File: config.mk
export PLATFORM = sky130hd
export DESIGN_NAME = matrix_keypad_ctrl_flat
export DESIGN_NICKNAME = d
export VERILOG_FILES = /design/src/rtl/matrix_keypad_ctrl_if.sv /design/src/rtl/matrix_keypad_ctrl.sv /design/src/flat_wrapper.sv
export SDC_FILE = /design/constraint.sdc
export NUM_CORES = 1
export LEC_CHECK = 0
export CORE_MARGIN = 3
export CORE_UTILIZATION = 51
export DETAILED_ROUTE_END_ITERATION = 10
export GPL_TIMING_DRIVEN = 0
export PLACE_DENSITY = 0.76
export REMOVE_ABC_BUFFERS = 1
export SETUP_SLACK_MARGIN = 0.05
export SYNTH_ARGS = -nofsm -noshare
export SYNTH_HDL_FRONTEND = slang
export SYNTH_SLANG_ARGS = --single-unit
File: constraint.sdc
create_clock -name clk -period 1.95 [get_ports clk]
set_input_delay 0.2925 -clock clk [delete_from_list [all_inputs] [get_ports clk]]
set_output_delay 0.2925 -clock clk [all_outputs]
set_load 0.01 [all_outputs]
File: src/rtl/matrix_keypad_ctrl_if.sv
// ---------------------------------------------------------------------------
// matrix_keypad_ctrl_if
// Accepted-key handshake between the keypad scanner and its consumer.
//   key_valid : a key code is waiting (scanner -> consumer)
//   key_ready : consumer takes the code this cycle (consumer -> scanner)
//   key_code  : code of the waiting key, r*COLS + c (scanner -> consumer)
// KW must match the scanner's key code width, clog2(ROWS*COLS).
// ---------------------------------------------------------------------------
interface matrix_keypad_ctrl_if #(
    parameter int KW = 4
);
    logic          key_valid;
    logic          key_ready;
    logic [KW-1:0] key_code;

    modport master (output key_valid, output key_code, input key_ready);
    modport slave  (input key_valid, input key_code, output key_ready);
endinterface

File: src/rtl/matrix_keypad_ctrl.sv
// ---------------------------------------------------------------------------
// matrix_keypad_ctrl
// Scans a ROWS x COLS switch matrix, debounces press and release, and hands
// each accepted key out over a valid/ready handshake while also keeping a
// shift-register history of the last DIGITS codes.
//   clk     : sole clock, rising edge
//   rst     : asynchronous active-low reset
//   row_in  : active-low row sense, all ones = no key
//   col_out : active-low one-hot column drive
//   kif     : key_valid / key_ready / key_code handshake (master side)
//   data    : code history, newest code in [KW-1:0]
//   clr     : synchronous clear of data and overrun
//   overrun : sticky flag, a key was accepted while the previous one was
//             still waiting
// ---------------------------------------------------------------------------
module matrix_keypad_ctrl #(
    parameter  int ROWS     = 4,
    parameter  int COLS     = 4,
    parameter  int DBNC_CYC = 24'hFFFFFF,
    parameter  int SCAN_DIV = 16,
    parameter  int DIGITS   = 4,
    localparam int KW       = (ROWS * COLS > 2) ? $clog2(ROWS * COLS) : 1
) (
    input  logic                   clk,
    input  logic                   rst,
    input  logic [ROWS-1:0]        row_in,
    output logic [COLS-1:0]        col_out,
    matrix_keypad_ctrl_if.master   kif,
    output logic [DIGITS*KW-1:0]   data,
    input  logic                   clr,
    output logic                   overrun
);
    localparam int CW  = $clog2(DBNC_CYC);
    localparam int DW  = (SCAN_DIV > 1) ? $clog2(SCAN_DIV) : 1;
    localparam int CIW = $clog2(COLS);
    localparam int RIW = (ROWS > 1) ? $clog2(ROWS) : 1;

    localparam logic [1:0] SCAN     = 2'd0;
    localparam logic [1:0] PRESS_DB = 2'd1;
    localparam logic [1:0] HELD     = 2'd2;
    localparam logic [1:0] REL_DB   = 2'd3;

    logic [1:0]          r_state;
    logic [CW-1:0]       r_cnt;
    logic [DW-1:0]       r_div;
    logic [CIW-1:0]      r_col;
    logic [ROWS-1:0]     r_latch;
    logic [DIGITS*KW-1:0] r_data;
    logic [KW-1:0]       r_code;
    logic                r_valid;
    logic                r_ovr;

    logic                w_idle;
    logic                w_accept;
    logic [CIW-1:0]      w_col_next;
    logic [RIW-1:0]      w_row_idx;
    logic [KW-1:0]       w_new_code;
    logic [DIGITS*KW-1:0] w_shift;

    assign w_idle     = &row_in;
    assign w_col_next = (r_col == CIW'(COLS - 1)) ? '0 : r_col + 1'b1;
    // Accept on the last debounce cycle, provided the row pattern still holds.
    assign w_accept   = (r_state == PRESS_DB) && (row_in == r_latch) &&
                        (r_cnt == CW'(DBNC_CYC - 1));

    // Lowest-index low row wins when several rows are pressed together.
    always_comb begin
        w_row_idx = '0;
        for (int i = ROWS - 1; i >= 0; i--)
            if (!r_latch[i]) w_row_idx = RIW'(i);
    end

    assign w_new_code = KW'(int'(w_row_idx) * COLS + int'(r_col));

    genvar gi;
    generate
        for (gi = 0; gi < COLS; gi++) begin : g_col
            assign col_out[gi] = (r_col != CIW'(gi));
        end
        for (gi = 0; gi < DIGITS; gi++) begin : g_shift
            if (gi == 0) begin : g_new
                assign w_shift[KW-1:0] = w_new_code;
            end else begin : g_old
                assign w_shift[gi*KW +: KW] = r_data[(gi-1)*KW +: KW];
            end
        end
    endgenerate

    // Scan / debounce FSM. The column only moves while idle in SCAN or on
    // leaving REL_DB, so the row pattern stays tied to one column throughout
    // a debounce.
    always_ff @(posedge clk or negedge rst) begin
        if (!rst) begin
            r_state <= SCAN;
            r_cnt   <= '0;
            r_div   <= '0;
            r_col   <= '0;
            r_latch <= '1;
        end else begin
            case (r_state)
                SCAN: begin
                    if (w_idle) begin
                        if (r_div == DW'(SCAN_DIV - 1)) begin
                            r_div <= '0;
                            r_col <= w_col_next;
                        end else begin
                            r_div <= r_div + 1'b1;
                        end
                    end else begin
                        r_latch <= row_in;
                        r_cnt   <= '0;
                        r_div   <= '0;
                        r_state <= PRESS_DB;
                    end
                end
                PRESS_DB: begin
                    if (row_in != r_latch)
                        r_state <= SCAN;
                    else if (r_cnt == CW'(DBNC_CYC - 1))
                        r_state <= HELD;
                    else
                        r_cnt <= r_cnt + 1'b1;
                end
                HELD: begin
                    if (w_idle) begin
                        r_cnt   <= '0;
                        r_state <= REL_DB;
                    end
                end
                REL_DB: begin
                    if (!w_idle) begin
                        r_state <= HELD;
                    end else if (r_cnt == CW'(DBNC_CYC - 1)) begin
                        r_state <= SCAN;
                        r_col   <= w_col_next;
                        r_div   <= '0;
                    end else begin
                        r_cnt <= r_cnt + 1'b1;
                    end
                end
                default: r_state <= SCAN;
            endcase
        end
    end

    // Handshake, history and overrun. A key that arrives while the previous
    // one is still unclaimed keeps the old code visible but is still logged.
    always_ff @(posedge clk or negedge rst) begin
        if (!rst) begin
            r_data  <= '0;
            r_code  <= '0;
            r_valid <= 1'b0;
            r_ovr   <= 1'b0;
        end else begin
            if (w_accept) begin
                if (!r_valid || kif.key_ready) begin
                    r_code  <= w_new_code;
                    r_valid <= 1'b1;
                end else begin
                    r_ovr <= 1'b1;
                end
            end else if (r_valid && kif.key_ready) begin
                r_valid <= 1'b0;
            end

            if (clr) begin
                r_ovr  <= 1'b0;
                r_data <= w_accept ? (DIGITS*KW)'(w_new_code) : '0;
            end else if (w_accept) begin
                r_data <= w_shift;
            end
        end
    end

    assign kif.key_valid = r_valid;
    assign kif.key_code  = r_code;
    assign data          = r_data;
    assign overrun       = r_ovr;
endmodule

File: src/flat_wrapper.sv
// flat-port wrapper written by rule: the top's interface ports become plain ports
module matrix_keypad_ctrl_flat 
#(
    parameter  int ROWS     = 4,
    parameter  int COLS     = 4,
    parameter  int DBNC_CYC = 24'hFFFFFF,
    parameter  int SCAN_DIV = 16,
    parameter  int DIGITS   = 4,
    localparam int KW       = (ROWS * COLS > 2) ? $clog2(ROWS * COLS) : 1
)
  (clk, rst, row_in, col_out, data, clr, overrun, kif_key_valid, kif_key_code, kif_key_ready);
  matrix_keypad_ctrl_if #(.KW(4)) kif_i ();
  input  logic clk;
  input  logic rst;
  input  logic [ROWS-1:0] row_in;
  output logic [COLS-1:0] col_out;
  output logic [DIGITS*KW-1:0] data;
  input  logic clr;
  output logic overrun;
  output wire logic [$bits(kif_i.key_valid)-1:0] kif_key_valid;
  output wire logic [$bits(kif_i.key_code)-1:0] kif_key_code;
  input wire logic [$bits(kif_i.key_ready)-1:0] kif_key_ready;
  assign kif_key_valid = kif_i.key_valid;
  assign kif_key_code = kif_i.key_code;
  assign kif_i.key_ready = kif_key_ready;
  matrix_keypad_ctrl #(.ROWS(ROWS), .COLS(COLS), .DBNC_CYC(DBNC_CYC), .SCAN_DIV(SCAN_DIV), .DIGITS(DIGITS)) u_core (.clk(clk), .rst(rst), .row_in(row_in), .col_out(col_out), .kif(kif_i), .data(data), .clr(clr), .overrun(overrun));
endmodule
* After elaboration in Yosys (flattened, before gate mapping)
Cells that the tools add are included.
** Storage, ports and cells
- Register bits :: 58
- Latch bits :: 0
- RAM bits :: 0
- ROM bits :: 0
- Bits of input ports :: 8
- Output and inout bits :: 26
- Logic and storage cells :: 92
- Memories :: 0
** Cells by class
- Add/sub/neg operators :: 4
- Multipliers :: 0
- Divide/modulo/power cells :: 0
- Order comparisons :: 0
- Eq/ne operators :: 22
- Shifts and indexed selects :: 0
- Muxes and demuxes :: 37
- Bitwise logic cells :: 1
- Reductions and logical operators :: 19
** Operators with widths (count)
- 24-bit 2-to-1 mux :: 5
- 24-bit one-hot mux with 4 select lines :: 1
- 16-bit 2-to-1 mux :: 2
- 2-bit 2-to-1 mux :: 15
- 24-bit by 1-bit adder with 24-bit output, second input constant :: 1
- 24-bit == test, second input constant :: 1
- 4-bit 2-to-1 mux :: 5
- 2-bit by 1-bit inequality test with 1-bit output, second input constant :: 6
- 2-bit inequality test, second input constant :: 6
- 4-bit AND reduction :: 3
- 2-bit one-hot mux with 4 select lines :: 1
- 4-bit one-hot mux with 2 select lines :: 1
- 2-bit AND reduction :: 4
- 2-bit nonzero test :: 4
- 2-bit == test, second input constant :: 3
- 1-bit 2-to-1 mux :: 6
- 3-bit inequality test, second input constant :: 2
- 5-bit AND reduction :: 1
- 4-bit by 1-bit adder with 4-bit output, second input constant :: 1
- 4-bit by 2-bit adder with 4-bit output :: 1
- 4-bit == test :: 1
- 4-bit == test, second input constant :: 1
- 4-bit inequality test :: 1
- 2-bit one-hot mux with 2 select lines :: 1
- 8 further kinds :: 10

* Logic depth before layout (Yosys ltp)
- Word-level depth :: 7
- Gate-level depth with buffers :: 9
- Gate-level depth less buffers :: 7

* Worst setup path before layout
OpenSTA, ideal clock, no wires.
- Path type :: register -> register
- From :: reg u_core.r_state[0]
- To :: reg u_core.r_cnt[19]
- Library setup time :: 0.104 ns
- Data arrival time :: 2.037 ns
- Data required time :: 1.846 ns
- Path slack :: -0.190 ns
- Cell stages (with the launch flop) :: 8
- Buffers on the path :: 1
- Clock period less this slack :: 2.140 ns
- Path through :: dfrtp_1 -> ha_1 -> clkbuf_1 -> or2_1 -> mux2i_1 -> nand2_1 -> or4_1 -> o311ai_1
** Between the ends
- Cells in the longest elaborated chain, start to end :: 3
- Elaborated cells on any way between the ends :: 10
- Classes of those cells :: 7 x eq/ne; 1 x mux; 2 x reduce/logical
** RTL lines
- from (decl) :: RTL line matrix_keypad_ctrl.sv:43 : logic [1:0] r_state;
- from (signal assigned) :: RTL line matrix_keypad_ctrl.sv:94 : r_state <= SCAN;
- from (signal assigned) :: RTL line matrix_keypad_ctrl.sv:113 : r_state <= PRESS_DB;
- from (signal assigned) :: RTL line matrix_keypad_ctrl.sv:118 : r_state <= SCAN;
- 2-bit by 1-bit == test with 1-bit output (tied with other cells) :: RTL line matrix_keypad_ctrl.sv:100 : case (r_state)
- 2-bit inequality test (no line) / 2-bit by 1-bit inequality test with 1-bit output (equally long branches)
- 4-bit AND reduction (no line)
- to (signal assigned) :: RTL line matrix_keypad_ctrl.sv:122 : r_cnt <= r_cnt + 1'b1;
- to (signal assigned) :: RTL line matrix_keypad_ctrl.sv:138 : r_cnt <= r_cnt + 1'b1;
- to (decl) :: RTL line matrix_keypad_ctrl.sv:44 : logic [CW-1:0] r_cnt;
Several ways; a longest one is shown, not always the timed one.
A chain may end at the register's enable or synchronous reset.

* Final worst setup path
- From :: reg u_core.r_cnt[1]
- To :: reg u_core.r_col[0]
** Between the ends
- Cells in the longest elaborated chain, start to end :: 3
** RTL lines
- 24-bit == test :: RTL line matrix_keypad_ctrl.sv:133 : end else if (r_cnt == CW'(DBNC_CYC - 1)) begin
- 2-bit by 1-bit inequality test with 1-bit output (no line)
- 5-bit AND reduction (no line)
- to (signal assigned) :: RTL line matrix_keypad_ctrl.sv:105 : r_col <= w_col_next;
- to (signal assigned) :: RTL line matrix_keypad_ctrl.sv:135 : r_col <= w_col_next;
- to (decl) :: RTL line matrix_keypad_ctrl.sv:46 : logic [CIW-1:0] r_col;
Every way passes these cells.

==> flow_summary.yaml <==
outcome:
  status: "finished, violations left"
  violations: "negative setup slack"
layout:
  antenna_cells: 0
  final_common_cell: "buf_4"
  layout_common_cells: "buf_4 (47), dfrtp_1 (43), nand2_1 (42), a21oi_1 (29), clkdlybuf4s50_1 (28)"
  final_cells: 526
  drive_gt1_frac: 0.324
  fill_cells: 365
  utilization: 0.785
  fin_nets: 466
  area_growth_pct: 45.4
floorplan:
  rows: 28
  die-area_um2: 7450
  start_util: 0.540
  die_w_um: 86.3
  num_io_pins: 34
  core_area_um2: 6100
  dieHeight_um: 86.3
detailed_routing:
  drtAntennaViolNets: 0
  drt-total-wl_mm: 9.98
  top_layer_used: "met4"
  via_per_inst: 6.29
  drc: 0
  drt_pre_antenna_iters: 7
  met2_length_mm: 4.80
  wl_per_cell_um: 19.0
  wl_met3_um: 796
  drt_iter0_drc: 249
  wl_met1_mm: 4.03
  via_count: 3307
yosys:
  synth_ff_type: "dfrtp_1"
  yosys_warnings: 0
  ys_seq_area_frac: 0.442
  async_reset_ff_frac: 1.00
  netlist.area_leader.share: 0.410
  syn-cell-area_um2: 3290
  yosysTopAreaCell: "dfrtp_1"
  netlist_instances: 360
  synth.distinct_cells: 52
  synth_edf_count: 0
  yosys-top-cells-area: "dfrtp_1 (41%), nand2_1 (4.9%), a21oi_1 (4.6%)"
  postSynthAreaPerCell_um2: 9.14
  synth.ff_latch_count: 58
power:
  cellPowerDensity_nw_per_um2: 1160
  p_total_mw: 5.56
  ir_drop_mv: 0.987
  leakage_nw: 2.08
place:
  place_ws_ns: -1.59
  dpl.cell_count: 449
  post-dp-hpwl_mm: 4.92
  io_buffers: 33
  gp_congestion: 0.844
cts:
  cts_tree: "built"
  cts_buffer_depth: 2
  cts-root-buf: "clkbuf_8"
  clk-insertion-delay-late_ns: 0.34
  cts_sinks: 58
  cts_made_buffers: 9
  htreeDepth: 3
  clk_pin_slew_ns: 0.07
critical_path:
  path_buf_inv: 0
  path_delay_family: "simple AND/OR/NAND/NOR gates"
  critPathKind: "reg -> reg"
  reg2reg_to: "u_core.r_col[0]$_DFFE_PN0P_"
  required_ns: 2.17
  cp-startpoint: "u_core.r_cnt[1]$_DFFE_PN0P_"
  path_max_fanout: 4
  critical-path-max-stage-delay_ns: 0.45
  slowest_stage: "or3_4"
  end_kind: "flop"
  worstPathArrival_ns: 2.32
  startpoint_type: "flop"
  r2r_cells: 6
  r2r_start: "u_core.r_cnt[1]$_DFFE_PN0P_"
  rrSetupSlack_ns: -0.15
  cp_num_cells: 6
  cp_cell_sequence: "ha_1 -> nand4_1 -> or3_4 -> o31ai_4 -> nand3b_1 -> mux2_4"
  crit_end: "u_core.r_col[0]$_DFFE_PN0P_"
timing:
  rsz0062_at_grt: "yes"
  report.final.slew_viol_count: 0
  min_period_ns: 2.10
  tightest_slew_ns: 0.609
  fmax_mhz: 476
  slew_headroom: 0.594
  setup_slack_ns: -0.152
  finalSetupViolations: 22
  final.period_utilization: 1.08
  finClkSkew_ns: 0.00871
  timing.final.hold_violations: 0
run:
  cap_violations: 0
hold_path:
  hold_class: "in -> async"
global_route:
  grt_use_total: 0.254
  grt_max_degree: 36
  antenna_found_initial: 0
  grt_pass1_wl_mm: 15.0
  grt_pass1_vias: 3130
  grt-ovfl-total: 0
## synth_stat cells, drive strengths merged (2+ instances only)
library cell / instances
ha: 12
and4: 3
nor3: 5
nor4: 6
nand2: 43
o31ai: 6
mux2: 5
a31oi: 6
or3: 5
dfstp: 4
nand3: 22
o311ai: 5
a22oi: 6
a22o: 5
nor3b: 2
nor2: 16
or2: 3
a21o: 2
and3: 3
nand3b: 5
dfrtp: 54
and2: 6
o21ai: 26
nor4b: 2
o41ai: 4
nand2b: 3
xor2: 4
or4: 3
inv: 18
buf: 6
o211ai: 7
clkbuf: 14
a21oi: 30
nand4: 9
mux2i: 3
## cell families after synthesis
kind of cell | Yosys count | share of synthesized area
AOI/OAI and AO/OA | 102 | 0.202
xor gates and xnor gates | 4 | 0.0106
adders and majority gates | 12 | 0.0456
buffers and inverters | 38 | 0.0464
DFF | 58 | 0.442
muxes | 8 | 0.0262
and+or+nand+nor | 138 | 0.227
## stage by stage
step	hold WS (ns)	area (µm²)	TNS [ns]
floorplan	-0.00309	3210	-6.47
global placement	0.488	3630	-121.43
detailed placement	0.314	3650	-52.99
CTS	0.502	4510	-0.854
global route	0.525	4790	-4.37
finish	0.494	4790	-1.73
## power breakdown
part,switching [mW],internal (mW),total [mW]
sequential,0.232,1.41,1.64
clock,0.490,0.750,1.24
combinational,1.55,1.13,2.68
## worst register-to-register path, delay by kind of cell, from the launching register on
| family | cells | cell delay, ns |
|---|---|---|
| DFF | 1 | 0.42 |
| adders and majority gates | 1 | 0.18 |
| AOI/OAI and AO/OA | 1 | 0.21 |
| muxes | 1 | 0.35 |
| and+or+nand+nor | 3 | 0.83 |
## sequential cells by signal, indices dropped and copies added, names as in the netlist
| name | cells |
|---|---|
| u_core.overrun | 1 |
| u_core.r_div | 4 |
| u_core.kif.key_code | 4 |
| u_core.r_latch | 4 |
| u_core.r_cnt | 24 |
| u_core.r_state | 2 |
| u_core.r_col | 2 |
| u_core.data | 16 |
| u_core.kif.key_valid | 1 |
## repair_timing
item                                    in CTS  in global routing
hold buffers                                 1                  0
gates resized for setup                     64                 36
setup buffers                               45                 12
cloned                                       2                  1
endpoints found under the setup margin      57                 54
pin swaps                                   17                 14
endpoints found under the hold margin       23                  0
## cell type report
class | instances | area, µm² | share of cell area
Tap cell | 75 | 93.8 | 0.0196
Multi-Input combinational cell | 266 | 2100 | 0.438
Clock inverter | 5 | 77.6 | 0.0162
Clock buffer | 11 | 141 | 0.0295
Inverter | 18 | 67.6 | 0.0141
Timing Repair Buffer | 93 | 838 | 0.175
Sequential cell | 58 | 1470 | 0.307
## how the worst min path moves through the flow
stage	from	end	slack, ns	depth (start not counted)
after floorplan	rst	u_core.data[0]$_DFFE_PN0P_	-0.003	0
after global placement	u_core.kif.key_code[1]$_DFFE_PN0P_	u_core.kif.key_code[1]$_DFFE_PN0P_	0.49	1
after CTS	rst	u_core.data[12]$_DFFE_PN0P_	0.50	2
after detailed placement	rst	u_core.data[12]$_DFFE_PN0P_	0.31	1
final	rst	u_core.data[12]$_DFFE_PN0P_	0.49	2
after global routing	rst	u_core.data[12]$_DFFE_PN0P_	0.52	2
## metal layers
| layer | vias up | global-route usage |
|---|---|---|
| met1 | 1591 | 0.324 |
| met3 | 50 | 0.0684 |
| met5 | - | 0 |
| met4 | 0 | 0.0963 |
| li1 | 1493 | - |
| met2 | 173 | 0.413 |
(Power assumes the default switching activity.)
==> RTL change: new RTL, same settings <==
`SCAN_DIV` is set to 16 in 2 places; all go to 32.
--- a/src/rtl/matrix_keypad_ctrl.sv
+++ b/src/rtl/matrix_keypad_ctrl.sv
@@ -19,3 +19,3 @@
     parameter  int DBNC_CYC = 24'hFFFFFF,
-    parameter  int SCAN_DIV = 16,
+    parameter  int SCAN_DIV = 32,
     parameter  int DIGITS   = 4,
--- a/src/flat_wrapper.sv
+++ b/src/flat_wrapper.sv
@@ -6,3 +6,3 @@
     parameter  int DBNC_CYC = 24'hFFFFFF,
-    parameter  int SCAN_DIV = 16,
+    parameter  int SCAN_DIV = 32,
     parameter  int DIGITS   = 4,
Function: no difference found for any inputs over 10 cycles, from zero or initial values and one cycle with rst low; that may be too few to reach the edited logic, so the function may still have changed.
==> RTL change against the unedited design <==
The run still ends with setup timing left; hold slack worse by 0.18 ns; sequential cell count grew 1; worst setup slack got worse by 0.19 ns; total power rose by 10%; clock skew rose by 0.0054 ns; wire length rose by 26%; combinational power grew 21%; final cell count is 1.9% higher; global-route usage is 0.34 points higher; synthesized area fell by 1.4%; final area is 4.9% higher; critical path type is now input port to register.
==> RTL change: results (changes against the unedited design) <==
sw power 2.62 mW (was 2.28 mW); GRT Util Overall 0.257 (was 0.254); Final WS setup -0.344 ns (was -0.152 ns); Slew headroom 0.430 (was 0.594); Post-DP Area 3620 sq um (was 3650 sq um); Clk Latency, worst-skew pair 0.35 ns; Synth top cells by count 56 x nand2_1, 55 x dfrtp_1, 29 x a21oi_1 (was 54 x dfrtp_1, 43 x nand2_1, 30 x a21oi_1); fill cell count 274 (was 365); via count 3741 (was 3307); Biggest register u_core.r_cnt (unchanged); outcome finished with violations (unchanged); Clock Path Buffers 2 (unchanged); HP Class input port to register (was input port to asynchronous set/reset pin); antenna violations before repair 0 (unchanged); failing checks setup timing (unchanged); first-pass GRT wire length 15000 microns (about the same); TritonCTS buffer count 9 (unchanged); IO Port Bufs 33 (unchanged); worst-path maximum fanout 6 (was 4); FFs w/ async S/R, synth 1.00 (unchanged); Final nets 477 (was 466); final non-filler cell total 536 (was 526); syn_area_per_cell 9.15 sq um (was 9.14 sq um); Setup-failing EPs final 54 (was 22); GP Congestion 0.792 (was 0.844); Fin Setup TNS -8.81 ns (was -1.73 ns); top cells by area, synth dfrtp_1 42%, nand2_1 6.5%, ha_1 5.0%, a21oi_1 4.5%, nand3_1 3.4% (was dfrtp_1 41%, nand2_1 4.9%, a21oi_1 4.6%, ha_1 4.6%, dfstp_2 3.2%); Max VDD drop 901 uV (was 987 uV); layout cells sized above 1 0.416 (was 0.324); Primary FF master, synth dfrtp_1 (unchanged); CTS H-tree depth 3 (unchanged); Min-Delay Startpoint row_in[0]; Antenna diodes 0 (unchanged); First-pass DRT Iterations 6 (was 7); clock root buffer clkbuf_8 (unchanged); placed cell count 448 (was 449); max reg flops 24 (unchanged); yosys synthesis warning count 0 (unchanged); Iteration-0 DRC Markers 420 (was 249); largest net degree at the start of global routing 41 (was 36); register area share after synthesis 0.456 (was 0.442); Synth cell types 51 (was 52); P_leak 2.14 nW (was 2.08 nW); wire per inst 23.5 microns (was 19.0 microns); vias in the first global route 3024 (was 3130); Critical Path Start row_in[1] (was u_core.r_cnt[1]); critical path arrival 2.57 ns (was 2.32 ns); clk slew on worst S/H paths 0.08 ns; worst r2r src u_core.r_latch[1] (was u_core.r_cnt[1]); Setup Skew 0.0141 ns (was 0.00871 ns); HPWL Detailed 4770 microns (was 4920 microns); Post-Place Worst Slack -1.32 ns (was -1.59 ns)
## RTL change: cell count changes in the layout (fill, tap and decap cells not counted), sizes merged, moves of 5 or more
cell / before / now
a22oi: 6 / 0
o21ai: 26 / 21
nor2: 16 / 10
nand2: 44 / 57
buf: 60 / 68
or4: 3 / 8
## RTL change: logic make-up (layout without fill, tap and decap cells)
family                   after synthesis  after routing  share of synthesized area
XOR/XNOR                               4              4                     0.0108
flip-flops                            59             59                      0.456
adder cells (fa/ha/maj)               13             13                     0.0501
buffers and inverters                 38            139                     0.0470
multiplexers                          10             10                     0.0331
AND/OR/NAND/NOR                      142            146                      0.224
AO/OA/AOI/OAI                         89             90                      0.179
## RTL change: metal layers
metal,up-vias,GRT usage,part of all wire
met2,369,0.415,0.48
met1,1767,0.343,0.36
li1,1497,-,-
met5,-,0,0
met3,108,0.0403,0.10
met4,0,0.115,0.064
## RTL change: worst paths after layout
path / endpoint / slack, ns / depth (start not counted)
max: u_core.r_cnt[7] / -0.34 / 8
min: u_core.r_latch[0] / 0.32 / 3
max reg2reg: u_core.r_cnt[7] / -0.30 / 7
min reg2reg: u_core.r_div[4] / 0.51 / 1
max in group asynchronous: u_core.r_latch[2] / 0.83 / 3
min in group asynchronous: u_core.r_cnt[7] / 0.47 / 2
## RTL change: repair_timing
action | 4_1_cts | 5_1_grt
pin swaps | 20 | 49
buffers inserted | 40 | 24
gates cloned | 3 | 4
hold endpoints to repair | 19 | 0
hold buffers | 1 | 0
resized for setup | 60 | 103
setup endpoints to repair | 59 | 56
## RTL change: per-stage QoR
| stage | utilization | power, mW |
|---|---|---|
| after floorplan | - | 2.64 |
| after global placement | 0.598 | 3.06 |
| after detailed placement | 0.601 | 3.13 |
| after CTS | 0.729 | 5.00 |
| after global routing | 0.833 | 6.38 |
| final | 0.833 | 6.15 |
## RTL change: cell type report
type,count,area (sq um),share of cell area
Multi-Input combinational cell,263,2210,0.440
Sequential cell,59,1490,0.296
Timing Repair Buffer,101,953,0.190
Clock buffer,9,124,0.0247
Tap cell,75,93.8,0.0187
Inverter,22,82.6,0.0165
Clock inverter,7,68.8,0.0137
## RTL change: power groups by stage
stage | combinational [mW] | sequential, mW | clock [mW]
after floorplan | 0.993 | 1.64 | 0
after global placement | 1.38 | 1.69 | 0
after detailed placement | 1.43 | 1.70 | 0
after CTS | 2.20 | 1.70 | 1.10
after global routing | 3.40 | 1.78 | 1.20
final | 3.25 | 1.76 | 1.14
## RTL change: critical path: stages
cell             delay (ns)
clkdlybuf4s50_1        0.64
xor2_2                 0.21
o41ai_4                0.39
buf_6                  0.17
nand3_4                0.13
buf_6                  0.17
or4_1                  0.48
nand3_1                0.09
